File: config.mk
export PLATFORM = sky130hd
export DESIGN_NAME = trigger_seq_ctrl
export DESIGN_NICKNAME = d
export VERILOG_FILES = /design/src/rtl/trigger_pkg.sv /design/src/rtl/trigger_combine.sv /design/src/rtl/trigger_seq_ctrl.sv
export SDC_FILE = /design/constraint.sdc
export NUM_CORES = 1
export LEC_CHECK = 0
export CORE_AREA = 3 3 105 107
export DETAILED_ROUTE_END_ITERATION = 7
export DIE_AREA = 0 0 108 110
export PLACE_DENSITY = 0.95
export SLEW_MARGIN = 10
export SYNTH_ARGS = -nofsm -noshare
export SYNTH_HDL_FRONTEND = slang
export SYNTH_HIERARCHICAL = 1
export SYNTH_SLANG_ARGS = --single-unit
export TNS_END_PERCENT = 30
File: constraint.sdc
create_clock -name clk -period 4.5 [get_ports clk]
set_clock_uncertainty 0.1 [all_clocks]
set_input_delay 0.9 -clock clk [delete_from_list [all_inputs] [get_ports clk]]
set_output_delay 0.9 -clock clk [all_outputs]
set_load 0.05 [all_outputs]
File: src/rtl/trigger_pkg.sv
// Shared types for the ADC debug trigger path: sequencer state encoding and the
// per-lane trigger_bit mode codes.
package trigger_pkg;

  localparam int DEF_CNT_W     = 16;
  localparam int DEF_NUM_LANES = 16;

  typedef enum logic [2:0] {
    ST_IDLE = 3'd0,
    ST_PRE  = 3'd1,
    ST_WAIT = 3'd2,
    ST_POST = 3'd3,
    ST_DONE = 3'd4
  } seq_state_e;

  typedef enum logic [2:0] {
    MODE_MASK       = 3'd0,
    MODE_LEVEL_HIGH = 3'd1,
    MODE_LEVEL_LOW  = 3'd2,
    MODE_RISE_EDGE  = 3'd3,
    MODE_FALL_EDGE  = 3'd4,
    MODE_BOTH_EDGE  = 3'd5
  } trigger_mode_e;

endpackage

File: src/rtl/trigger_combine.sv
// Combinational AND/OR reduction of per-lane trigger_succeed over the enabled lanes.
// With no lanes enabled the combined hit is forced low in both modes.
module trigger_combine #(
  parameter int NUM_LANES = 16
) (
  input  logic [NUM_LANES-1:0] lane_succeed,
  input  logic [NUM_LANES-1:0] en,
  input  logic                 combine_or,
  output logic                 hit_c
);

  always_comb begin
    hit_c = 1'b0;
    if (|en) begin
      if (combine_or)
        hit_c = |(lane_succeed & en);
      else
        hit_c = &(lane_succeed | ~en);
    end
  end

endmodule

File: src/rtl/trigger_seq_ctrl.sv
// Capture-window sequencer: arm -> pre-trigger fill -> wait for trigger -> post capture -> done.
// Optional WAIT-state timeout is compiled in when TRIG_TIMEOUT_EN is defined.
module trigger_seq_ctrl
  import trigger_pkg::*;
#(
  parameter int NUM_LANES = DEF_NUM_LANES,
  parameter int CNT_W     = DEF_CNT_W
) (
  input  logic                 clk,
  input  logic                 rst_n,
  input  logic                 arm,
  input  logic                 abort,
  input  logic [NUM_LANES-1:0] lane_en,
  input  logic                 combine_or,
  input  logic [CNT_W-1:0]     pre_len,
  input  logic [CNT_W-1:0]     post_len,
  input  logic [NUM_LANES-1:0] lane_succeed,
  input  logic                 data_vld,
`ifdef TRIG_TIMEOUT_EN
  input  logic [31:0]          timeout_len,
  output logic                 timeout,
`endif
  output logic                 capture_en,
  output logic                 trig_hit,
  output logic [CNT_W-1:0]     trig_pos,
  output logic                 busy,
  output logic                 done
);

  localparam logic [CNT_W-1:0] CNT_ONE = CNT_W'(1);

  function automatic logic [CNT_W-1:0] sat_inc(input logic [CNT_W-1:0] v);
    return (&v) ? v : v + CNT_ONE;
  endfunction

  seq_state_e           state, state_nxt;
  logic [CNT_W-1:0]     cnt, cnt_nxt;
  logic [CNT_W-1:0]     cap_cnt, cap_cnt_nxt;
  logic [CNT_W-1:0]     pre_len_r, pre_len_nxt;
  logic [CNT_W-1:0]     post_len_r, post_len_nxt;
  logic [NUM_LANES-1:0] lane_en_r, lane_en_nxt;
  logic                 combine_or_r, combine_or_nxt;
  logic                 capture_en_nxt, trig_hit_nxt, busy_nxt, done_nxt;
  logic [CNT_W-1:0]     trig_pos_nxt;
  logic                 hit_c;
`ifdef TRIG_TIMEOUT_EN
  logic [31:0]          tmo_cnt, tmo_cnt_nxt;
  logic [31:0]          tmo_len_r, tmo_len_nxt;
  logic                 timeout_nxt;
`endif

  trigger_combine #(.NUM_LANES(NUM_LANES)) u_combine (
    .lane_succeed (lane_succeed),
    .en           (lane_en_r),
    .combine_or   (combine_or_r),
    .hit_c        (hit_c)
  );

  always_comb begin
    state_nxt      = state;
    cnt_nxt        = cnt;
    cap_cnt_nxt    = cap_cnt;
    pre_len_nxt    = pre_len_r;
    post_len_nxt   = post_len_r;
    lane_en_nxt    = lane_en_r;
    combine_or_nxt = combine_or_r;
    capture_en_nxt = 1'b0;
    trig_hit_nxt   = 1'b0;
    trig_pos_nxt   = trig_pos;
`ifdef TRIG_TIMEOUT_EN
    tmo_cnt_nxt    = tmo_cnt;
    tmo_len_nxt    = tmo_len_r;
    timeout_nxt    = 1'b0;
`endif

    case (state)
      ST_IDLE, ST_DONE: begin
        if (arm) begin
          pre_len_nxt    = pre_len;
          post_len_nxt   = post_len;
          lane_en_nxt    = lane_en;
          combine_or_nxt = combine_or;
          cnt_nxt        = '0;
          cap_cnt_nxt    = '0;
          trig_pos_nxt   = '0;
          state_nxt      = (pre_len != '0) ? ST_PRE : ST_WAIT;
`ifdef TRIG_TIMEOUT_EN
          tmo_len_nxt    = timeout_len;
          tmo_cnt_nxt    = '0;
`endif
        end
      end
      ST_PRE: begin
        if (data_vld) begin
          capture_en_nxt = 1'b1;
          cap_cnt_nxt    = sat_inc(cap_cnt);
          if (cnt + CNT_ONE == pre_len_r) begin
            cnt_nxt   = '0;
            state_nxt = ST_WAIT;
`ifdef TRIG_TIMEOUT_EN
            tmo_cnt_nxt = '0;
`endif
          end else begin
            cnt_nxt = cnt + CNT_ONE;
          end
        end
      end
      ST_WAIT: begin
`ifdef TRIG_TIMEOUT_EN
        tmo_cnt_nxt = tmo_cnt + 32'd1;
`endif
        if (data_vld) begin
          capture_en_nxt = 1'b1;
          cap_cnt_nxt    = sat_inc(cap_cnt);
        end
        if (data_vld && hit_c) begin
          trig_hit_nxt = 1'b1;
          trig_pos_nxt = cap_cnt;
          cnt_nxt      = '0;
          state_nxt    = (post_len_r != '0) ? ST_POST : ST_DONE;
        end
`ifdef TRIG_TIMEOUT_EN
        // A real trigger in the same cycle as expiry takes precedence.
        else if (tmo_len_r != '0 && tmo_cnt + 32'd1 == tmo_len_r) begin
          timeout_nxt  = 1'b1;
          trig_pos_nxt = '1;
          state_nxt    = ST_DONE;
        end
`endif
      end
      ST_POST: begin
        if (data_vld) begin
          capture_en_nxt = 1'b1;
          if (cnt + CNT_ONE == post_len_r) begin
            cnt_nxt   = '0;
            state_nxt = ST_DONE;
          end else begin
            cnt_nxt = cnt + CNT_ONE;
          end
        end
      end
      default: state_nxt = ST_IDLE;
    endcase

    // Abort overrides arm and any transition decided above; trig_pos is preserved.
    if (abort) begin
      state_nxt      = ST_IDLE;
      capture_en_nxt = 1'b0;
      trig_hit_nxt   = 1'b0;
      trig_pos_nxt   = trig_pos;
`ifdef TRIG_TIMEOUT_EN
      timeout_nxt    = 1'b0;
`endif
    end

    busy_nxt = (state_nxt == ST_PRE) || (state_nxt == ST_WAIT) || (state_nxt == ST_POST);
    done_nxt = (state_nxt == ST_DONE);
  end

  always_ff @(posedge clk or negedge rst_n) begin
    if (!rst_n) begin
      state        <= ST_IDLE;
      cnt          <= '0;
      cap_cnt      <= '0;
      pre_len_r    <= '0;
      post_len_r   <= '0;
      lane_en_r    <= '0;
      combine_or_r <= 1'b0;
      capture_en   <= 1'b0;
      trig_hit     <= 1'b0;
      trig_pos     <= '0;
      busy         <= 1'b0;
      done         <= 1'b0;
`ifdef TRIG_TIMEOUT_EN
      tmo_cnt      <= '0;
      tmo_len_r    <= '0;
      timeout      <= 1'b0;
`endif
    end else begin
      state        <= state_nxt;
      cnt          <= cnt_nxt;
      cap_cnt      <= cap_cnt_nxt;
      pre_len_r    <= pre_len_nxt;
      post_len_r   <= post_len_nxt;
      lane_en_r    <= lane_en_nxt;
      combine_or_r <= combine_or_nxt;
      capture_en   <= capture_en_nxt;
      trig_hit     <= trig_hit_nxt;
      trig_pos     <= trig_pos_nxt;
      busy         <= busy_nxt;
      done         <= done_nxt;
`ifdef TRIG_TIMEOUT_EN
      tmo_cnt      <= tmo_cnt_nxt;
      tmo_len_r    <= tmo_len_nxt;
      timeout      <= timeout_nxt;
`endif
    end
  end

endmodule

After elaboration in Yosys (flattened, before gate mapping) --
Cells that the tools add are included.
Cells by class: $add $sub $neg 2, equal/unequal tests 16, mux-type cells 30, bitwise gates (word level) 4, reduce and logical (&&, ||, !) cells 20
Operators with widths (number):
- $mux 16 | 9
- $pmux 16 s2 | 2
- $pmux 16 s4 | 1
- $add 16x1->16 const B | 2
- $eq 16x16->1 | 2
- $reduce_and 16->1 | 2
- $reduce_bool 16->1 | 2
- $reduce_or 16->1 | 2
- $mux 3 | 8
- $and 16x16->16 | 1
- $not 16->16 | 1
- $or 16x16->16 | 1
- $eq 3x2->1 const B | 4
- $pmux 3 s4 | 1
- $ne 2x2->1 const B | 5
- $mux 1 | 8
- $reduce_and 4->1 | 2
- $eq 3x1->1 const B | 2
- $eq 3x3->1 const B | 2
- $reduce_and 5->1 | 1
- $reduce_bool 2->1 | 2
- $reduce_bool 4->1 | 1
- $reduce_or 2->1 | 2
- $logic_not 3->1 | 1
- 7 further kinds | 8
Storage, ports and cells: bits in registers 104, input bits 70, output and inout port bits 20

Depth between registers and ports, before layout --
Gate-level depths: netlist of the first run.
word-level depth 12, gate-level depth with buffers 11, gate-level depth less buffers 10

Modules after synthesis --
Netlist of the first run, hierarchy kept.
By module, submodules not included:
- trigger_seq_ctrl | times used 1, cells each 664, area an instance 5636.7 sq um, seq. area each 2602.5 sq um
- trigger_combine | times used 1, cells each 38, area an instance 360.3 sq um, seq. area each 0.0 sq um

Least setup slack after synthesis of the first run --
OpenSTA, ideal clock, no wires.
kind reg-to-reg, from register cnt[1], to register cnt[5], arrival time 2779 ps, setup slack 1503 ps, stages on the path, launching flop included 12, path buffers 2, cells stage by stage dfrtp_1 > ha_1 > and3_1 > buf_2 > nand3_1 > nor2_2 > o22ai_1 > or4_1 > or3_1 > buf_2 > a32o_1 > a21o_1
On the way: word-level cells in the longest chain between the ends 5, elaborated cells on any way between the ends 8
RTL lines:
- start, declared | line trigger_seq_ctrl.sv:37 | logic [CNT_W-1:0] cnt, cnt_nxt;
- start signal, assigned | line trigger_seq_ctrl.sv:181 | cnt <= cnt_nxt;
- $add 16x1->16 (*)
- $eq 16x16->1, on equally long branches | line trigger_seq_ctrl.sv:134, trigger_seq_ctrl.sv:97
- $mux 16, on equally long branches | line trigger_seq_ctrl.sv:134, trigger_seq_ctrl.sv:97
- $mux 16, on equally long branches | line trigger_seq_ctrl.sv:132, trigger_seq_ctrl.sv:94
- $pmux 16 s4 (*) | line trigger_seq_ctrl.sv:76 | case (state)
Every way passes the cells marked *; elsewhere a longest branch is shown, timed or not. The select of a mux whose other input is x is not followed. A chain may end at the register's enable or synchronous reset.

Worst setup path in the final report of the first run --
from register cnt[0], to register cnt[5]
The elaborated chain is that of the path after synthesis.

==> impl_metrics.env, run 1 <==
export IMPL_clkLatencyLatePin_ns=0.38
export IMPL_cts_tree="done"
export IMPL_ctsResizeCount=0
export IMPL_synth_seq_area_share_pct=43.4
export IMPL_grt_pass1_wl_um=26900
export IMPL_tightestPinTransition_ns=0.830
export IMPL_clock_sinks=104
export IMPL_drt_total_wl_um=16600
export IMPL_netlist_area_um2=6000
export IMPL_drive_above_1_share_pct=5.69
export IMPL_syn_inst=702
export IMPL_ys_flop_type="dfrtp_1"
export IMPL_dr_pass1_iters=5
export IMPL_max_freq_mhz=259
export IMPL_arrival_ns=4.05
export IMPL_cts_root_buffer="clkbuf_8"
export IMPL_routedWlPerCell_um=18.2
export IMPL_p_comb_share_pct=24.2
export IMPL_synth_area_top_cells="dfrtp_1, nand2_1, xnor2_1"
export IMPL_synth_edf_count=0
export IMPL_ir_drop_v=0.000189
export IMPL_num_rows=37
export IMPL_ys_async_sr_fraction_pct=100
export IMPL_clk_pin_slew_ns=0.10
export IMPL_period_needed_ns=3.86
export IMPL_postCtsHoldBufs=0
export IMPL_worstPathRequired_ns=4.69
export IMPL_status="completed"
export IMPL_core_um2=10200
export IMPL_synth_avg_cell_area_um2=8.54
export IMPL_drtIter0Drc=644
export IMPL_seq_power_share_pct=51.0
export IMPL_synth_top_area_cell="dfrtp_1"
export IMPL_hold_depth=2
export IMPL_intPower_mw=1.54
export IMPL_grt_pass1_vias=5372
export IMPL_gp_congestion=1.01
export IMPL_fin_nets=840
export IMPL_die_x_um=108
export IMPL_htreeDepth=3
export IMPL_gr_usage_all_layers_pct=28.8
export IMPL_crit_fanout=10
export IMPL_final_util_pct=69.7
export IMPL_critPathCaptureType="flop"
export IMPL_cts_setup_buffers=0
export IMPL_start_kind="flop"
export IMPL_area_delta_synth_final_pct=18.9
export IMPL_yosysMostFrequentCell="nand2_1"
export IMPL_postRouteAntennaNets=0
export IMPL_cts_buffers=9
export IMPL_die_y_um=110
export IMPL_viasPerCell=6.24
export IMPL_maxCapViolCount=0
export IMPL_antenna_cells=0
export IMPL_holdCritPathClass="reg2reg"
export IMPL_grt_max_degree=65
export IMPL_timing_final_max_slew_violations=0
export IMPL_dp_hpwl_um=11900
export IMPL_finalHoldViolations=0
export IMPL_ctsLongestPathBuffers=2
export IMPL_p_leak_nw=3.17
export IMPL_synth_common_cells="nand2_1, dfrtp_1, nand3_1, nor2_1, xnor2_1"
export IMPL_setup_tns_ns=0
export IMPL_rsz0062_at_grt="no"
export IMPL_ys_warn_count=6
export IMPL_grt_overflow=0
export IMPL_crit_type="reg2reg"
export IMPL_reg2reg_depth=9
export IMPL_power_density_nw_per_um2=324
export IMPL_sw_frac_of_total_pct=33.6
export IMPL_antenna_found_initial=0
export IMPL_ys_seq_elements=104
export IMPL_setup_viol=0
export IMPL_die_area_um2=11900
export IMPL_yosysTopAreaCellShare_pct=43.4
export IMPL_pin_count=90
export IMPL_power_frac_clock_pct=24.8
export IMPL_dpl_worst_slack_ns=0.622
export IMPL_yosys_cell_types_count=65
export IMPL_start_util_pct=58.6
export IMPL_post_route_drc_count=0
export IMPL_vias=5669
export IMPL_port_buffers=89
export IMPL_maxSlewHeadroom_pct=44.6
export IMPL_min_period_over_period_pct=85.8
export IMPL_p_switching_mw=0.777
export IMPL_syn_num_nets=774
export IMPL_setup_ws_ns=0.638
worst max-delay path, stage by stage (launching register included):
cell and delay (ns):
dfrtp_1 0.63, ha_1 0.38, and3_1 0.40, nand3_1 0.20, nor2_2 0.29, o22ai_1 0.14, or4_1 0.58, or3_1 0.56
a32o_1 0.30, a21o_1 0.16
layout make-up:
cell class              count  area, um^2
clock buffers              12         155
clock inverters             4        36.3
fillers                   763        3100
inverters                  14        52.6
multi-input cells         542        3170
flip-flops and latches    104        2600
well taps                 136         170
repair buffers             97         948
routing by layer:
| layer | global-route usage [%] | part of all wire (%) |
|---|---|---|
| met4 | 12.7 | 3.2 |
| met5 | 0 | 0 |
| met1 | 38.0 | 41 |
| met2 | 46.1 | 47 |
| met3 | 6.17 | 8.4 |
registers in the layout, indices dropped and copies added, names as in the netlist:
name / count
busy: 1
capture_en: 1
combine_or_r: 1
cap_cnt: 16
post_len_r: 16
pre_len_r: 16
state: 3
trig_hit: 1
trig_pos: 16
done: 1
lane_en_r: 16
cnt: 16
power groups by stage:
stage               clock, mW  combinational [mW]  sequential [mW]
finish                  0.574               0.559             1.18
global route            0.617               0.620             1.19
CTS                     0.577               0.553             1.17
detailed placement          0               0.549             1.19
global placement            0               0.528             1.19
floorplan                   0               0.393             1.14
through the flow:
step	instance area, um^2	hold slack, ns	total power, mW	instances
finish	7130	0.381	2.31	909
global route	7130	0.406	2.43	909
CTS	7130	0.383	2.30	909
detailed placement	6940	0.359	1.74	893
global placement	6940	0.351	1.71	893
floorplan	6000	0.346	1.53	702
worst paths after layout:
check	end	slack, ns	from
worst max-delay path	cnt[5]$_DFFE_PN0P_	0.64	cnt[0]$_DFFE_PN0P_
worst min-delay path	trig_pos[5]$_DFFE_PN0P_	0.38	trig_pos[5]$_DFFE_PN0P_
worst max register to register	cnt[5]$_DFFE_PN0P_	0.64	cnt[0]$_DFFE_PN0P_
worst min register to register	trig_pos[5]$_DFFE_PN0P_	0.38	trig_pos[5]$_DFFE_PN0P_
max in group asynchronous	pre_len_r[13]$_DFFE_PN0P_	2.73	rst_n
min in group asynchronous	cnt[11]$_DFFE_PN0P_	0.48	rst_n
cells in the final DEF, fill, tap and decap left out, types with 3 or more instances in the layout:
| master | Yosys | layout |
|---|---|---|
| a31oi_1 | 7 | 7 |
| a41oi_1 | 5 | 5 |
| nand2b_1 | 4 | 4 |
| xor2_1 | 20 | 20 |
| nor2b_4 | 4 | 4 |
| clkbuf_8 | 0 | 11 |
| nand4_1 | 13 | 13 |
| nand4b_1 | 3 | 3 |
| buf_4 | 0 | 9 |
| or4_1 | 4 | 4 |
| and2_1 | 7 | 6 |
| o22ai_1 | 5 | 5 |
| a2111oi_0 | 3 | 3 |
| nor3_1 | 11 | 11 |
| o21ai_0 | 25 | 25 |
| or3_1 | 6 | 6 |
| clkdlybuf4s50_1 | 0 | 88 |
| xnor2_1 | 30 | 30 |
| nor3b_1 | 3 | 3 |
| a21oi_1 | 7 | 7 |
| o41ai_1 | 6 | 6 |
| a21o_1 | 6 | 6 |
| a22o_1 | 3 | 3 |
| nor2_1 | 30 | 30 |
| o311ai_0 | 3 | 3 |
| nand2_1 | 213 | 213 |
| a2111oi_4 | 4 | 4 |
| nor4_1 | 22 | 22 |
| nand3_1 | 30 | 30 |
| nor2b_1 | 13 | 13 |
| dfrtp_1 | 104 | 104 |
| inv_1 | 13 | 13 |
| a22oi_1 | 8 | 8 |
| o31ai_1 | 3 | 3 |
| and3_1 | 8 | 8 |
cells by family (layout without fill, tap and decap cells):
group	Yosys count	after routing	share of synthesized area, %
simple gates	382	382	30.6
fa+ha+maj	2	2	0.417
buf+inv	56	127	3.82
compound gates	106	106	13.8
flops	104	104	43.4
xor+xnor	52	52	7.95
Power figures use the tool's default switching activity.
==> inputs of run 2 (changes only) <==
--- a/config.mk
+++ b/config.mk
@@ -5,10 +5,11 @@
 export SDC_FILE = /design/constraint.sdc
 export NUM_CORES = 1
 export LEC_CHECK = 0
-export CORE_AREA = 3 3 105 107
+export ABC_AREA = 1
+export CORE_AREA = 3 3 136 138
 export DETAILED_ROUTE_END_ITERATION = 7
-export DIE_AREA = 0 0 108 110
-export PLACE_DENSITY = 0.95
+export DIE_AREA = 0 0 139 141
+export PLACE_DENSITY = 0.65
 export SLEW_MARGIN = 10
 export SYNTH_ARGS = -nofsm -noshare
 export SYNTH_HDL_FRONTEND = slang
==> impl_metrics.env, run 2 <==
export IMPL_status="completed"
export IMPL_cts_root_buffer="clkbuf_16"
export IMPL_p_switching_mw=0.739
export IMPL_setup_viol=0
export IMPL_grt_pass1_wl_um=27100
export IMPL_r2r_start="cap_cnt[0]$_DFFE_PN0P_"
export IMPL_start_kind="input port"
export IMPL_yosys_cell_types_count=44
export IMPL_sw_frac_of_total_pct=31.0
export IMPL_ir_drop_v=0.000218
export IMPL_synth_area_top_cells="dfrtp_1, nand2_1, nand3_1"
export IMPL_pin_count=90
export IMPL_seq_power_share_pct=45.5
export IMPL_synth_top_area_cell="dfrtp_1"
export IMPL_port_buffers=89
export IMPL_reg2reg_depth=11
export IMPL_ys_flop_type="dfrtp_1"
export IMPL_die_area_um2=19600
export IMPL_yosysMostFrequentCell="nand2_1"
export IMPL_p_leak_nw=3.51
export IMPL_power_frac_clock_pct=34.3
export IMPL_final_cell_mix="nand2_1, inv_1, dfrtp_1, nand3_1, clkdlybuf4s50_1"
export IMPL_area_delta_synth_final_pct=23.7
export IMPL_ctsLongestPathBuffers=2
export IMPL_ys_async_sr_fraction_pct=100
export IMPL_max_freq_mhz=331
export IMPL_ys_seq_elements=104
export IMPL_grt_overflow=0
export IMPL_cpMaxStageDelayCell="clkdlybuf4s50_1"
export IMPL_maxSlewHeadroom_pct=46.6
export IMPL_post_route_drc_count=0
export IMPL_cts_buffers=9
export IMPL_num_rows=48
export IMPL_p_comb_share_pct=20.2
export IMPL_ys_warn_count=6
export IMPL_regArea_um2=2600
export IMPL_syn_num_nets=930
export IMPL_drive_above_1_share_pct=7.81
export IMPL_postCtsHoldBufs=0
export IMPL_antenna_cells=0
export IMPL_holdCritPathClass="reg2reg"
export IMPL_final_common_cell="nand2_1"
export IMPL_crit_fanout=13
export IMPL_clock_sinks=104
export IMPL_tightestPinTransition_ns=0.801
export IMPL_die_y_um=141
export IMPL_vias=5706
export IMPL_netlist_area_um2=6080
export IMPL_slowest_delay_ns=0.47
export IMPL_arrival_ns=3.19
export IMPL_drtIter0Drc=403
export IMPL_clkLatencyLatePin_ns=0.35
export IMPL_hold_path_end="combine_or_r$_DFFE_PN0P_"
export IMPL_min_period_over_period_pct=67.1
export IMPL_htreeDepth=3
export IMPL_finalHoldViolations=0
export IMPL_critPathLaunch="lane_succeed[1]"
export IMPL_synth_common_cells="nand2_1, inv_1, dfrtp_1"
export IMPL_core_um2=17300
export IMPL_yosysTopAreaCellShare_pct=42.8
export IMPL_synth_edf_count=0
export IMPL_timing_final_max_slew_violations=0
export IMPL_start_util_pct=35.2
export IMPL_period_needed_ns=3.02
export IMPL_synth_seq_area_share_pct=42.8
export IMPL_fin_nets=1015
export IMPL_critical_path_most_common_cell="nand2_1"
export IMPL_dr_pass1_iters=5
export IMPL_cts_setup_buffers=0
export IMPL_antenna_found_initial=0
export IMPL_cts_tree="done"
export IMPL_intPower_mw=1.64
export IMPL_worstPathRequired_ns=4.67
export IMPL_die_x_um=139
export IMPL_setup_tns_ns=0
export IMPL_postRouteAntennaNets=0
export IMPL_syn_inst=858
export IMPL_worstReg2RegEnd="cap_cnt[9]$_DFFE_PN0P_"
export IMPL_gp_congestion=0.885
export IMPL_maxCapViolCount=0
export IMPL_power_density_nw_per_um2=316
export IMPL_hp_start="combine_or_r$_DFFE_PN0P_"
export IMPL_ctsResizeCount=0
export IMPL_routedWlPerCell_um=13.7
export IMPL_grt_max_degree=65
export IMPL_r2r_setup_slack_ns=1.74
export IMPL_crit_type="in2reg"
export IMPL_hold_depth=2
export IMPL_clk_pin_slew_ns=0.07
export IMPL_dp_hpwl_um=12100
export IMPL_gr_usage_all_layers_pct=16.9
export IMPL_drt_total_wl_um=16100
export IMPL_path_cells="clkdlybuf4s50_1 -> inv_1 -> nand2_1 -> o21ai_0 -> nor2_1 -> nand2_1 -> o21ai_1 -> nand2_1 -> nor2_1 -> nand2_1 -> a21oi_1 -> inv_1 -> nor3_4 -> buf_4 -> inv_1 -> nor2_1 -> nand2_1 -> o21ai_0"
export IMPL_multi_input_area_um2=2940
export IMPL_grt_pass1_vias=5569
export IMPL_power_mw=2.38
export IMPL_rsz0062_at_grt="no"
export IMPL_synth_avg_cell_area_um2=7.09
export IMPL_fill_cells=1760
export IMPL_viasPerCell=4.86
export IMPL_critPathCaptureType="flop"
## run 2: worst max-delay path: cells and delay by family
| family | cells | cell delay, ns |
|---|---|---|
| AO/OA/AOI/OAI | 4 | 0.42 |
| buffers and inverters | 5 | 1.06 |
| AND/OR/NAND/NOR | 9 | 0.81 |
## run 2: power groups by stage
stage | Clock, mW | Sequential (mW) | Combinational [mW]
after floorplan | 0 | 1.08 | 0.310
after global placement | 0 | 1.10 | 0.481
after detailed placement | 0 | 1.10 | 0.486
after CTS | 0.838 | 1.08 | 0.487
after global routing | 0.872 | 1.10 | 0.552
final | 0.816 | 1.08 | 0.481
## run 2: cell families (layout without fill, tap and decap cells)
family          Yosys count  after routing  synth area share [%]
fa+ha+maj                 2              2                 0.411
simple gates            499            499                  37.2
buf+inv                 146            236                  9.09
xor+xnor                  6              6                 0.864
compound gates          101            101                  9.65
flops                   104            104                  42.8
## run 2: layout make-up
type	instances	share of cell area, %
multi-input combinational	608	39.1
sequential	104	34.6
timing repair buffer	94	12.3
inverter	126	6.28
tap	225	3.74
clock buffer	10	3.04
clock inverter	6	0.998
## run 2: stage by stage
step	cell area [um^2]	setup slack [ns]	std cells	hold slack, ns	utilization [%]
finish	7530	1.48	1173	0.388	43.5
global route	7530	1.18	1173	0.420	43.5
CTS	7530	1.49	1173	0.393	43.5
detailed placement	7220	1.12	1157	0.368	41.8
global placement	7220	1.16	1157	0.364	41.8
floorplan	6080	1.86	858	0.342	-
## run 2: per-layer routing
| metal | share of wire [%] | up-vias | GRT usage (%) |
|---|---|---|---|
| met5 | 0 | - | 0 |
| met4 | 2.1 | 0 | 5.46 |
| met3 | 4.4 | 20 | 3.56 |
| met2 | 49 | 136 | 29.4 |
| met1 | 44 | 2647 | 21.1 |
| li1 | - | 2903 | - |
## run 2: worst max path at each step
stage / endpoint / depth (start not counted)
detailed placement: cnt[9]$_DFFE_PN0P_ / 18
finish: cnt[9]$_DFFE_PN0P_ / 18
floorplan: trig_pos[11]$_DFFE_PN0P_ / 15
global route: cnt[9]$_DFFE_PN0P_ / 18
global placement: cnt[9]$_DFFE_PN0P_ / 18
CTS: cnt[9]$_DFFE_PN0P_ / 18
==> inputs of run 3 (changes only) <==
==> constraint.sdc (replaced) <==
create_clock -name clk -period 3 [get_ports clk]
set_clock_uncertainty 0.1 [all_clocks]
set_input_delay 0.6 -clock clk [delete_from_list [all_inputs] [get_ports clk]]
set_output_delay 0.6 -clock clk [all_outputs]
set_load 0.05 [all_outputs]
==> impl_metrics.env, run 3 (synthesized netlist as in run 2, its figures left out) <==
export IMPL_setup_viol=0
export IMPL_antenna_cells=0
export IMPL_critPathCaptureType="flop"
export IMPL_p_comb_share_pct=20.9
export IMPL_crit_family="simple AND/OR/NAND/NOR gates"
export IMPL_p_switching_mw=1.07
export IMPL_arrival_ns=2.72
export IMPL_power_density_nw_per_um2=468
export IMPL_ctsLongestPathBuffers=2
export IMPL_postCtsHoldBufs=0
export IMPL_maxSlewHeadroom_pct=63.2
export IMPL_max_freq_mhz=388
export IMPL_cpMaxStageDelayCell="dfrtp_1"
export IMPL_final_util_pct=43.9
export IMPL_die_y_um=141
export IMPL_crit_fanout=10
export IMPL_clkLatencyLatePin_ns=0.36
export IMPL_crit_buf_inv=0
export IMPL_crit_type="reg2reg"
export IMPL_cts_setup_buffers=0
export IMPL_grt_pass1_vias=5480
export IMPL_num_rows=48
export IMPL_grt_pass1_wl_um=26900
export IMPL_core_um2=17300
export IMPL_min_period_over_period_pct=85.9
export IMPL_slowest_delay_ns=0.47
export IMPL_antenna_found_initial=0
export IMPL_tightestPinTransition_ns=0.550
export IMPL_dr_pass1_iters=6
export IMPL_htreeDepth=3
export IMPL_drt_total_wl_um=16300
export IMPL_fill_cells=1808
export IMPL_cts_tree="done"
export IMPL_critPathLaunch="cnt[0]$_DFFE_PN0P_"
export IMPL_grt_overflow=0
export IMPL_gp_congestion=0.896
export IMPL_seq_power_share_pct=45.8
export IMPL_ctsResizeCount=0
export IMPL_vias=5702
export IMPL_gr_usage_all_layers_pct=16.9
export IMPL_p_leak_nw=3.54
export IMPL_power_mw=3.55
export IMPL_cts_root_buffer="clkbuf_16"
export IMPL_final_cell_mix="nand2_1, inv_1, dfrtp_1, nand3_1, clkdlybuf4s50_1"
export IMPL_drtIter0Drc=382
export IMPL_port_buffers=89
export IMPL_holdCritPathClass="in2async"
export IMPL_maxCapViolCount=0
export IMPL_worstPathRequired_ns=3.14
export IMPL_finalHoldViolations=0
export IMPL_start_util_pct=35.2
export IMPL_intPower_mw=2.48
export IMPL_clock_sinks=104
export IMPL_power_frac_clock_pct=33.3
export IMPL_final_common_cell="nand2_1"
export IMPL_area_delta_synth_final_pct=24.7
export IMPL_path_cells="ha_1 -> nand3_1 -> nor2_2 -> nand4_1 -> nand3_1 -> nand2_1 -> nor2_1 -> nand2_1 -> nor2_2 -> nand2_2 -> nand2_2 -> nand2_4 -> nand2_8 -> a21oi_2"
export IMPL_timing_final_max_slew_violations=0
export IMPL_postRouteAntennaNets=0
export IMPL_die_area_um2=19600
export IMPL_setup_tns_ns=0
export IMPL_status="completed"
export IMPL_viasPerCell=4.84
export IMPL_drive_above_1_share_pct=8.09
export IMPL_period_needed_ns=2.58
export IMPL_pin_count=90
export IMPL_start_kind="flop"
export IMPL_r2r_start="cnt[0]$_DFFE_PN0P_"
export IMPL_clk_pin_slew_ns=0.07
export IMPL_post_route_drc_count=0
export IMPL_fin_nets=1020
export IMPL_rsz0062_at_grt="no"
export IMPL_die_x_um=139
export IMPL_cts_buffers=9
export IMPL_routedWlPerCell_um=13.9
export IMPL_ir_drop_v=0.000290
export IMPL_dp_hpwl_um=12400
export IMPL_grt_max_degree=67
export IMPL_sw_frac_of_total_pct=30.1
-- run 3: cell count changes in the layout (fill, tap and decap cells not counted), sizes merged --
cell | before | now
inv | 128 | 125
clkbuf | 10 | 12
buf | 6 | 11
-- run 3: final timing paths --
kind / endpoint / slack [ns] / cells past startpoint
worst min-delay path: trig_pos[7]$_DFFE_PN0P_ / 0.10 / 1
max in group asynchronous: lane_en_r[15]$_DFFE_PN0P_ / 2.01 / 2
min in group clk: combine_or_r$_DFFE_PN0P_ / 0.39 / 2
worst min register to register: combine_or_r$_DFFE_PN0P_ / 0.39 / 2
worst max register to register: cnt[0]$_DFFE_PN0P_ / 0.42 / 14
worst max-delay path: cnt[0]$_DFFE_PN0P_ / 0.42 / 14
-- run 3: per-layer routing --
metal	GRT usage, %	up-vias	part of all wire, %	routed length, um
met5	0	-	0	0
met4	4.74	0	2.2	353
met3	3.56	28	3.4	560
met2	29.3	105	49	8050
met1	21.4	2659	45	7350
li1	-	2910	-	-
-- run 3: final cells by class --
type | count | area [um^2] | share of cell area [%]
Clock buffer | 12 | 246 | 3.25
Clock inverter | 3 | 42.5 | 0.561
Inverter | 126 | 473 | 6.23
Multi-Input combinational cell | 608 | 2940 | 38.7
Sequential cell | 104 | 2600 | 34.3
Tap cell | 225 | 282 | 3.71
Timing Repair Buffer | 99 | 1000 | 13.2
-- run 3: power by group through the flow --
stage          Combinational, mW  Sequential, mW  Clock (mW)
2_1_floorplan              0.466            1.63           0
3_3_place_gp               0.739            1.65           0
3_5_place_dp               0.748            1.65           0
4_1_cts                    0.751            1.63        1.21
5_1_grt                    0.841            1.64        1.27
6_report                   0.743            1.63        1.18
-- run 3: stage by stage --
step	hold WS, ns	setup WS [ns]	cell area, um^2	std cells
after detailed placement	0.365	0.0816	7300	1162
final	0.102	0.423	7590	1177
after floorplan	0.204	0.659	6080	858
after global placement	0.367	0.116	7300	1162
after global routing	0.122	0.138	7590	1177
after CTS	0.116	0.396	7590	1177
